## src/rtl/fir_pkg.sv

```systemverilog
// Shared definitions for the time-multiplexed FIR engine: default tap count,
// default symmetric coefficient table, controller state encoding and the
// accumulator width helper. Pure package, no ports.
package fir_pkg;

  localparam int FIR_NTAPS_DEFAULT = 19;
  localparam int FIR_SAMPLE_W      = 16;
  localparam int FIR_COEF_W        = 16;
  localparam int FIR_PROD_W        = FIR_SAMPLE_W + FIR_COEF_W;

  typedef enum logic [1:0] {
    ST_IDLE = 2'd0,
    ST_MAC  = 2'd1,
    ST_OUT  = 2'd2
  } fir_state_e;

  // Guard bits cover NTAPS full-scale products, so the sum can never wrap.
  function automatic int fir_acc_width(input int ntaps);
    return FIR_PROD_W + $clog2(ntaps);
  endfunction

  // Symmetric 19-tap low-pass table; taps beyond the table read as zero.
  function automatic logic [FIR_COEF_W-1:0] fir_default_coef(input int idx);
    logic [FIR_COEF_W-1:0] c;
    case (idx)
      0, 18:   c = 16'd26;
      1, 17:   c = 16'd270;
      2, 16:   c = 16'd963;
      3, 15:   c = 16'd2424;
      4, 14:   c = 16'd4869;
      5, 13:   c = 16'd8259;
      6, 12:   c = 16'd12194;
      7, 11:   c = 16'd15948;
      8, 10:   c = 16'd18666;
      9:       c = 16'd19660;
      default: c = '0;
    endcase
    return c;
  endfunction

endpackage

```

## src/rtl/fir_mac_unit.sv

```systemverilog
// Registered unsigned multiply-accumulate: acc <= clr ? 0 : en ? acc + coef*sample : acc.
// Latency: one cycle from operands to updated acc. No backpressure.
// Ports: clk, rst (sync, active-high), clr, en, coef[15:0], sample[15:0], acc[ACC_W-1:0].
module fir_mac_unit
  import fir_pkg::*;
#(
  parameter int ACC_W = 37
) (
  input  logic                  clk,
  input  logic                  rst,
  input  logic                  clr,
  input  logic                  en,
  input  logic [FIR_COEF_W-1:0] coef,
  input  logic [FIR_SAMPLE_W-1:0] sample,
  output logic [ACC_W-1:0]      acc
);

  logic [FIR_PROD_W-1:0] prod;
  logic [ACC_W-1:0]      acc_d;
  logic [ACC_W-1:0]      acc_q;

  always_comb begin
    prod  = FIR_PROD_W'(coef) * FIR_PROD_W'(sample);
    acc_d = acc_q;
    // Clear wins over enable so a new sample always starts from zero.
    if (clr) begin
      acc_d = '0;
    end else if (en) begin
      acc_d = acc_q + {{(ACC_W-FIR_PROD_W){1'b0}}, prod};
    end
  end

  always_ff @(posedge clk) begin
    if (rst) begin
      acc_q <= '0;
    end else begin
      acc_q <= acc_d;
    end
  end

  assign acc = acc_q;

endmodule

```

## src/rtl/fir_mac_sequencer.sv

```systemverilog
// Time-multiplexed FIR: accepts one sample per handshake into a circular delay
//   line, then walks one shared MAC through all NTAPS taps and emits sat16(acc >> OUT_SHIFT).
// Latency: handshake in cycle t -> y_valid pulse in cycle t+NTAPS+1; next accept at t+NTAPS+2.
// Backpressure: x_ready only in IDLE; no output backpressure (sink must take y_valid).
// Ports: Clk, Rst (sync, active-high), X_input/x_valid/x_ready (sample in),
//   Y_output/y_valid (result, held between pulses), busy (MAC or OUT).
// Option FIR_COEF_LOAD_EN: adds coef_we/coef_addr/coef_data for a writable
//   coefficient bank (IDLE-only writes, out-of-range addresses dropped).
module fir_mac_sequencer
  import fir_pkg::*;
#(
  parameter int NTAPS     = FIR_NTAPS_DEFAULT,
  parameter int OUT_SHIFT = 16
) (
  input  logic                    Clk,
  input  logic                    Rst,
  input  logic [FIR_SAMPLE_W-1:0] X_input,
  input  logic                    x_valid,
  output logic                    x_ready,
  output logic [15:0]             Y_output,
  output logic                    y_valid,
  output logic                    busy
`ifdef FIR_COEF_LOAD_EN
  ,
  input  logic                    coef_we,
  input  logic [4:0]              coef_addr,
  input  logic [FIR_COEF_W-1:0]   coef_data
`endif
);

  localparam int ACC_W = fir_acc_width(NTAPS);
  localparam int IDX_W = $clog2(NTAPS);
  // NTAPS reduced to IDX_W bits; modular add/sub in IDX_W bits stays exact
  // because every true result lies in 0..NTAPS-1.
  localparam logic [IDX_W-1:0] NT_IDX   = IDX_W'(NTAPS);
  localparam logic [IDX_W-1:0] LAST_IDX = IDX_W'(NTAPS - 1);

  fir_state_e state_q, state_d;
  logic [IDX_W-1:0] wr_ptr_q, wr_ptr_d;
  logic [IDX_W-1:0] base_q, base_d;
  logic [IDX_W-1:0] k_q, k_d;
  logic [15:0]      y_hold_q, y_hold_d;
  logic [FIR_SAMPLE_W-1:0] ring_q [NTAPS];
  logic [FIR_SAMPLE_W-1:0] ring_d [NTAPS];

  logic                    accept;
  logic                    mac_clr;
  logic                    mac_en;
  logic [IDX_W-1:0]        rd_idx;
  logic [FIR_COEF_W-1:0]   coef_rd;
  logic [ACC_W-1:0]        mac_acc;
  logic [ACC_W-1:0]        acc_shr;
  logic [15:0]             sat_val;

`ifdef FIR_COEF_LOAD_EN
  logic [FIR_COEF_W-1:0] coef_q [NTAPS];
  logic [FIR_COEF_W-1:0] coef_d [NTAPS];
  logic                  coef_wr_ok;

  always_comb begin
    coef_d     = coef_q;
    coef_wr_ok = coef_we && (state_q == ST_IDLE) && (int'(coef_addr) < NTAPS);
    // A write on the handshake cycle lands before the first MAC cycle reads it.
    if (coef_wr_ok) begin
      coef_d[coef_addr] = coef_data;
    end
  end

  always_ff @(posedge Clk) begin
    if (Rst) begin
      for (int i = 0; i < NTAPS; i++) begin
        coef_q[i] <= fir_default_coef(i);
      end
    end else begin
      coef_q <= coef_d;
    end
  end

  assign coef_rd = coef_q[k_q];
`else
  assign coef_rd = fir_default_coef(int'(k_q));
`endif

  // Newest sample sits at base; tap k reads (base - k) mod NTAPS.
  assign rd_idx = (base_q >= k_q) ? (base_q - k_q) : (base_q + NT_IDX - k_q);

  fir_mac_unit #(
    .ACC_W (ACC_W)
  ) u_mac (
    .clk    (Clk),
    .rst    (Rst),
    .clr    (mac_clr),
    .en     (mac_en),
    .coef   (coef_rd),
    .sample (ring_q[rd_idx]),
    .acc    (mac_acc)
  );

  // Anything left above bit 15 after the shift saturates to full scale.
  assign acc_shr = mac_acc >> OUT_SHIFT;
  assign sat_val = (|acc_shr[ACC_W-1:16]) ? 16'hFFFF : acc_shr[15:0];

  assign accept = (state_q == ST_IDLE) && x_valid && !Rst;

  always_comb begin
    state_d  = state_q;
    wr_ptr_d = wr_ptr_q;
    base_d   = base_q;
    k_d      = k_q;
    y_hold_d = y_hold_q;
    ring_d   = ring_q;
    mac_clr  = 1'b0;
    mac_en   = 1'b0;
    x_ready  = 1'b0;
    y_valid  = 1'b0;
    busy     = 1'b0;
    Y_output = y_hold_q;

    case (state_q)
      ST_IDLE: begin
        x_ready = 1'b1;
        if (accept) begin
          ring_d[wr_ptr_q] = X_input;
          base_d           = wr_ptr_q;
          wr_ptr_d         = (wr_ptr_q == LAST_IDX) ? '0 : wr_ptr_q + 1'b1;
          k_d              = '0;
          mac_clr          = 1'b1;
          state_d          = ST_MAC;
        end
      end
      ST_MAC: begin
        busy   = 1'b1;
        mac_en = 1'b1;
        if (k_q == LAST_IDX) begin
          state_d = ST_OUT;
        end else begin
          k_d = k_q + 1'b1;
        end
      end
      ST_OUT: begin
        // Drive the fresh result in the pulse cycle, then hold it.
        busy     = 1'b1;
        y_valid  = 1'b1;
        Y_output = sat_val;
        y_hold_d = sat_val;
        state_d  = ST_IDLE;
      end
      default: begin
        state_d = ST_IDLE;
      end
    endcase

    // Outputs read as idle/reset values for the whole reset cycle.
    if (Rst) begin
      x_ready  = 1'b0;
      y_valid  = 1'b0;
      busy     = 1'b0;
      Y_output = '0;
    end
  end

  always_ff @(posedge Clk) begin
    if (Rst) begin
      state_q  <= ST_IDLE;
      wr_ptr_q <= '0;
      base_q   <= '0;
      k_q      <= '0;
      y_hold_q <= '0;
      for (int i = 0; i < NTAPS; i++) begin
        ring_q[i] <= '0;
      end
    end else begin
      state_q  <= state_d;
      wr_ptr_q <= wr_ptr_d;
      base_q   <= base_d;
      k_q      <= k_d;
      y_hold_q <= y_hold_d;
      ring_q   <= ring_d;
    end
  end

endmodule

```

## config.mk

```make
export PLATFORM = sky130hd
export DESIGN_NAME = fir_mac_sequencer
export DESIGN_NICKNAME = d
export VERILOG_FILES = /design/src/rtl/fir_pkg.sv /design/src/rtl/fir_mac_unit.sv /design/src/rtl/fir_mac_sequencer.sv
export SDC_FILE = /design/constraint.sdc
export NUM_CORES = 2
export LEC_CHECK = 0
export BUFFER_PORTS_ARGS = -buffer_cell sky130_fd_sc_hd__buf_2
export CORE_UTILIZATION = 55
export DETAILED_ROUTE_END_ITERATION = 10
export PLACE_DENSITY = 0.75
export SYNTH_ARGS = -nofsm -noshare
export SYNTH_HDL_FRONTEND = slang
export SYNTH_SLANG_ARGS = --single-unit
```

## constraint.sdc

```tcl
create_clock -name Clk -period 15.25 [get_ports Clk]
set_clock_uncertainty 0.05 [all_clocks]
set_input_delay 3.8125 -clock Clk [delete_from_list [all_inputs] [get_ports Clk]]
set_output_delay 3.8125 -clock Clk [all_outputs]
set_load 0.02 [all_outputs]
```

==> metrics.txt <==
WP data required 15.62 ns; hpwl dp 53.3 mm; routed vias/inst 5.95; Num CTS Buffers 43; drt initial violations 2603; initial core utilization 0.559; register bit total from synthesis 389; Die X 223 microns; largest net degree at the start of global routing 105; Resize count post-CTS 0; R2R cell count 34; Crit Path Max Fanout 47; CP Launch Type flip-flop; Yosys top cell area share 0.291; Rows 80; Die Y 223 microns; Antenna Nets Post-Route 0; cell taking the most area after synthesis dfxtp_1; worst slew pin tran 1.50 ns; first drt pass iteration count 6; share of cells above drive strength 1 0.0503; first-pass GRT wire length 124 mm; CP max stage delay 1.07 ns; syn_area_per_cell 7.95 sq um; buffers added on ports 37; core area 47900 sq um; Seq/Total Area, Yosys 0.291; clock sink count 389; syn nets 3741; vias in the first global route 23068; clock buffer depth 3; Clock transition at path regs 0.06 ns; CTS H-tree depth 2; WL per Instance 19.8 microns; post-CTS setup buffer count 0; setup TNS 0 ns; hold crit path type reg2reg; Via Count 23178; RSZ-0062 raised after global routing false; Hold Path Depth 2; minimum clock period 11.17 ns; antenna violations before repair 1; die area 49600 sq um; # Max-Cap Violations 1; most area-consuming cells after synthesis dfxtp_1 (29%), fa_1 (16%), nand2_1 (13%); P per Cell Area 203 nW/um^2; # IOs 38; Max IR drop VDD 0.000196 V; GRT Total Usage 0.314; Worst-Skew Late Latency 0.59 ns; commonest register cell after synthesis dfxtp_1; root buffer selected by CTS clkbuf_16; P&R area growth vs syn 5.79%; synthesized cell area 26800 sq um; P_leak 12.3 nW; Slew Limit Fails 16; final setup fails 0; Rel. slew slack -0.00713; routed wire length 77.2 mm; nets 3618; Final Hold Fails 0; Post-synth ARST share 0; Synth top cells by count nand2_1 (894), dfxtp_1 (389), a21oi_1 (359); Crit Path Category reg2reg; hold buffer count at CTS 0; final routed DRC violation total 0; Cell variety after synth 70; Crit-path slowest cell o31ai_2; CP Data Arrival Time 11.54 ns; TritonCTS clock tree yes; cell with the most instances after synthesis nand2_1; failing checks max-capacitance violations, max-slew violations; Tot Pwr 5.76 mW; reg-to-reg slack, setup 4.08 ns; CP endpoint kind flip-flop; total gr overflow 0; final period utilization 0.733; fmax 0.0895 GHz; Cells after Synth 3372; GP Congestion 0.915; EDFF count, synth 0; Yosys warnings 0; status finished, violations left
-- sequential cells by signal (all words and copies together) (netlist names) --
| signal | flops |
|---|---|
| coef_rd | 15 |
| state_q | 2 |
| u_mac.acc | 37 |
| k_q | 5 |
| y_hold_q | 16 |
| wr_ptr_q | 5 |
| ring_q | 304 |
| base_q | 5 |
-- layout make-up --
class | instances | area (sq um)
flip-flops and latches | 389 | 7790
multi-input cells | 2400 | 16700
clock inverters | 10 | 110
clock buffers | 65 | 1250
well taps | 615 | 769
diodes | 1 | 2.50
repair buffers | 64 | 398
inverters | 351 | 1320
fillers | 4219 | 19600
-- critical path: cells and delay by family (launching register included) --
kind | cells | cell delay, ns
AO/OA/AOI/OAI | 11 | 3.82
adder cells (fa/ha/maj) | 9 | 4.11
buffers and inverters | 8 | 1.18
flip-flops | 1 | 0.34
multiplexers | 2 | 0.56
AND/OR/NAND/NOR | 4 | 0.87
-- kinds of logic after synthesis --
family,share of synthesized area
buffers and inverters,0.0873
XOR/XNOR,0.0114
AO/OA/AOI/OAI,0.132
flip-flops,0.291
multiplexers,0.0554
AND/OR/NAND/NOR,0.200
adder cells (fa/ha/maj),0.224
-- cell usage in the layout (no fill, tap or decap), types with 16 or more instances in the layout --
cell type / instances
nand2_1: 894
dfxtp_1: 389
a21oi_1: 359
inv_1: 350
fa_1: 215
ha_1: 134
nor2_1: 130
mux2i_1: 111
and2_1: 90
nand3_1: 50
clkbuf_16: 43
o21ai_0: 42
buf_2: 36
o22ai_1: 35
nor3_1: 34
buf_4: 27
xnor2_1: 24
a31oi_1: 21
o211ai_1: 18
and3_1: 18
a21o_1: 16
-- final timing paths --
kind	start	endpoint
worst max-delay path	k_q[1]	u_mac.acc[29]
worst min-delay path	ring_q[21]	ring_q[21]
worst max register to register	k_q[1]	u_mac.acc[29]
worst min register to register	ring_q[21]	ring_q[21]
-- where the power goes --
part | total [mW] | internal, mW | switching [mW]
Combinational | 3.64 | 1.38 | 2.26
Clock | 1.03 | 0.583 | 0.444
Sequential | 1.09 | 1.06 | 0.0365
Total | 5.76 | 3.02 | 2.74
-- routing by layer --
| layer | wire (microns) | GRT usage |
|---|---|---|
| met5 | 0 | 0 |
| met4 | 3090 | 0.122 |
| met3 | 7450 | 0.0565 |
| met2 | 35500 | 0.510 |
| met1 | 31200 | 0.415 |
-- stage by stage --
step           std cells  worst slack [ns]  instance area [sq um]   util  hold slack (ns)
2_1_floorplan       3372              6.44                  26800      -            0.382
3_3_place_gp        3819              4.75                  27000  0.563            0.388
3_5_place_dp        3819              4.27                  27000  0.563            0.395
4_1_cts             3894              4.23                  28300  0.591            0.404
5_1_grt             3895              3.52                  28400  0.591            0.417
6_report            3895              4.08                  28400  0.591            0.403
No activity file was read; power rests on OpenSTA's default activity.
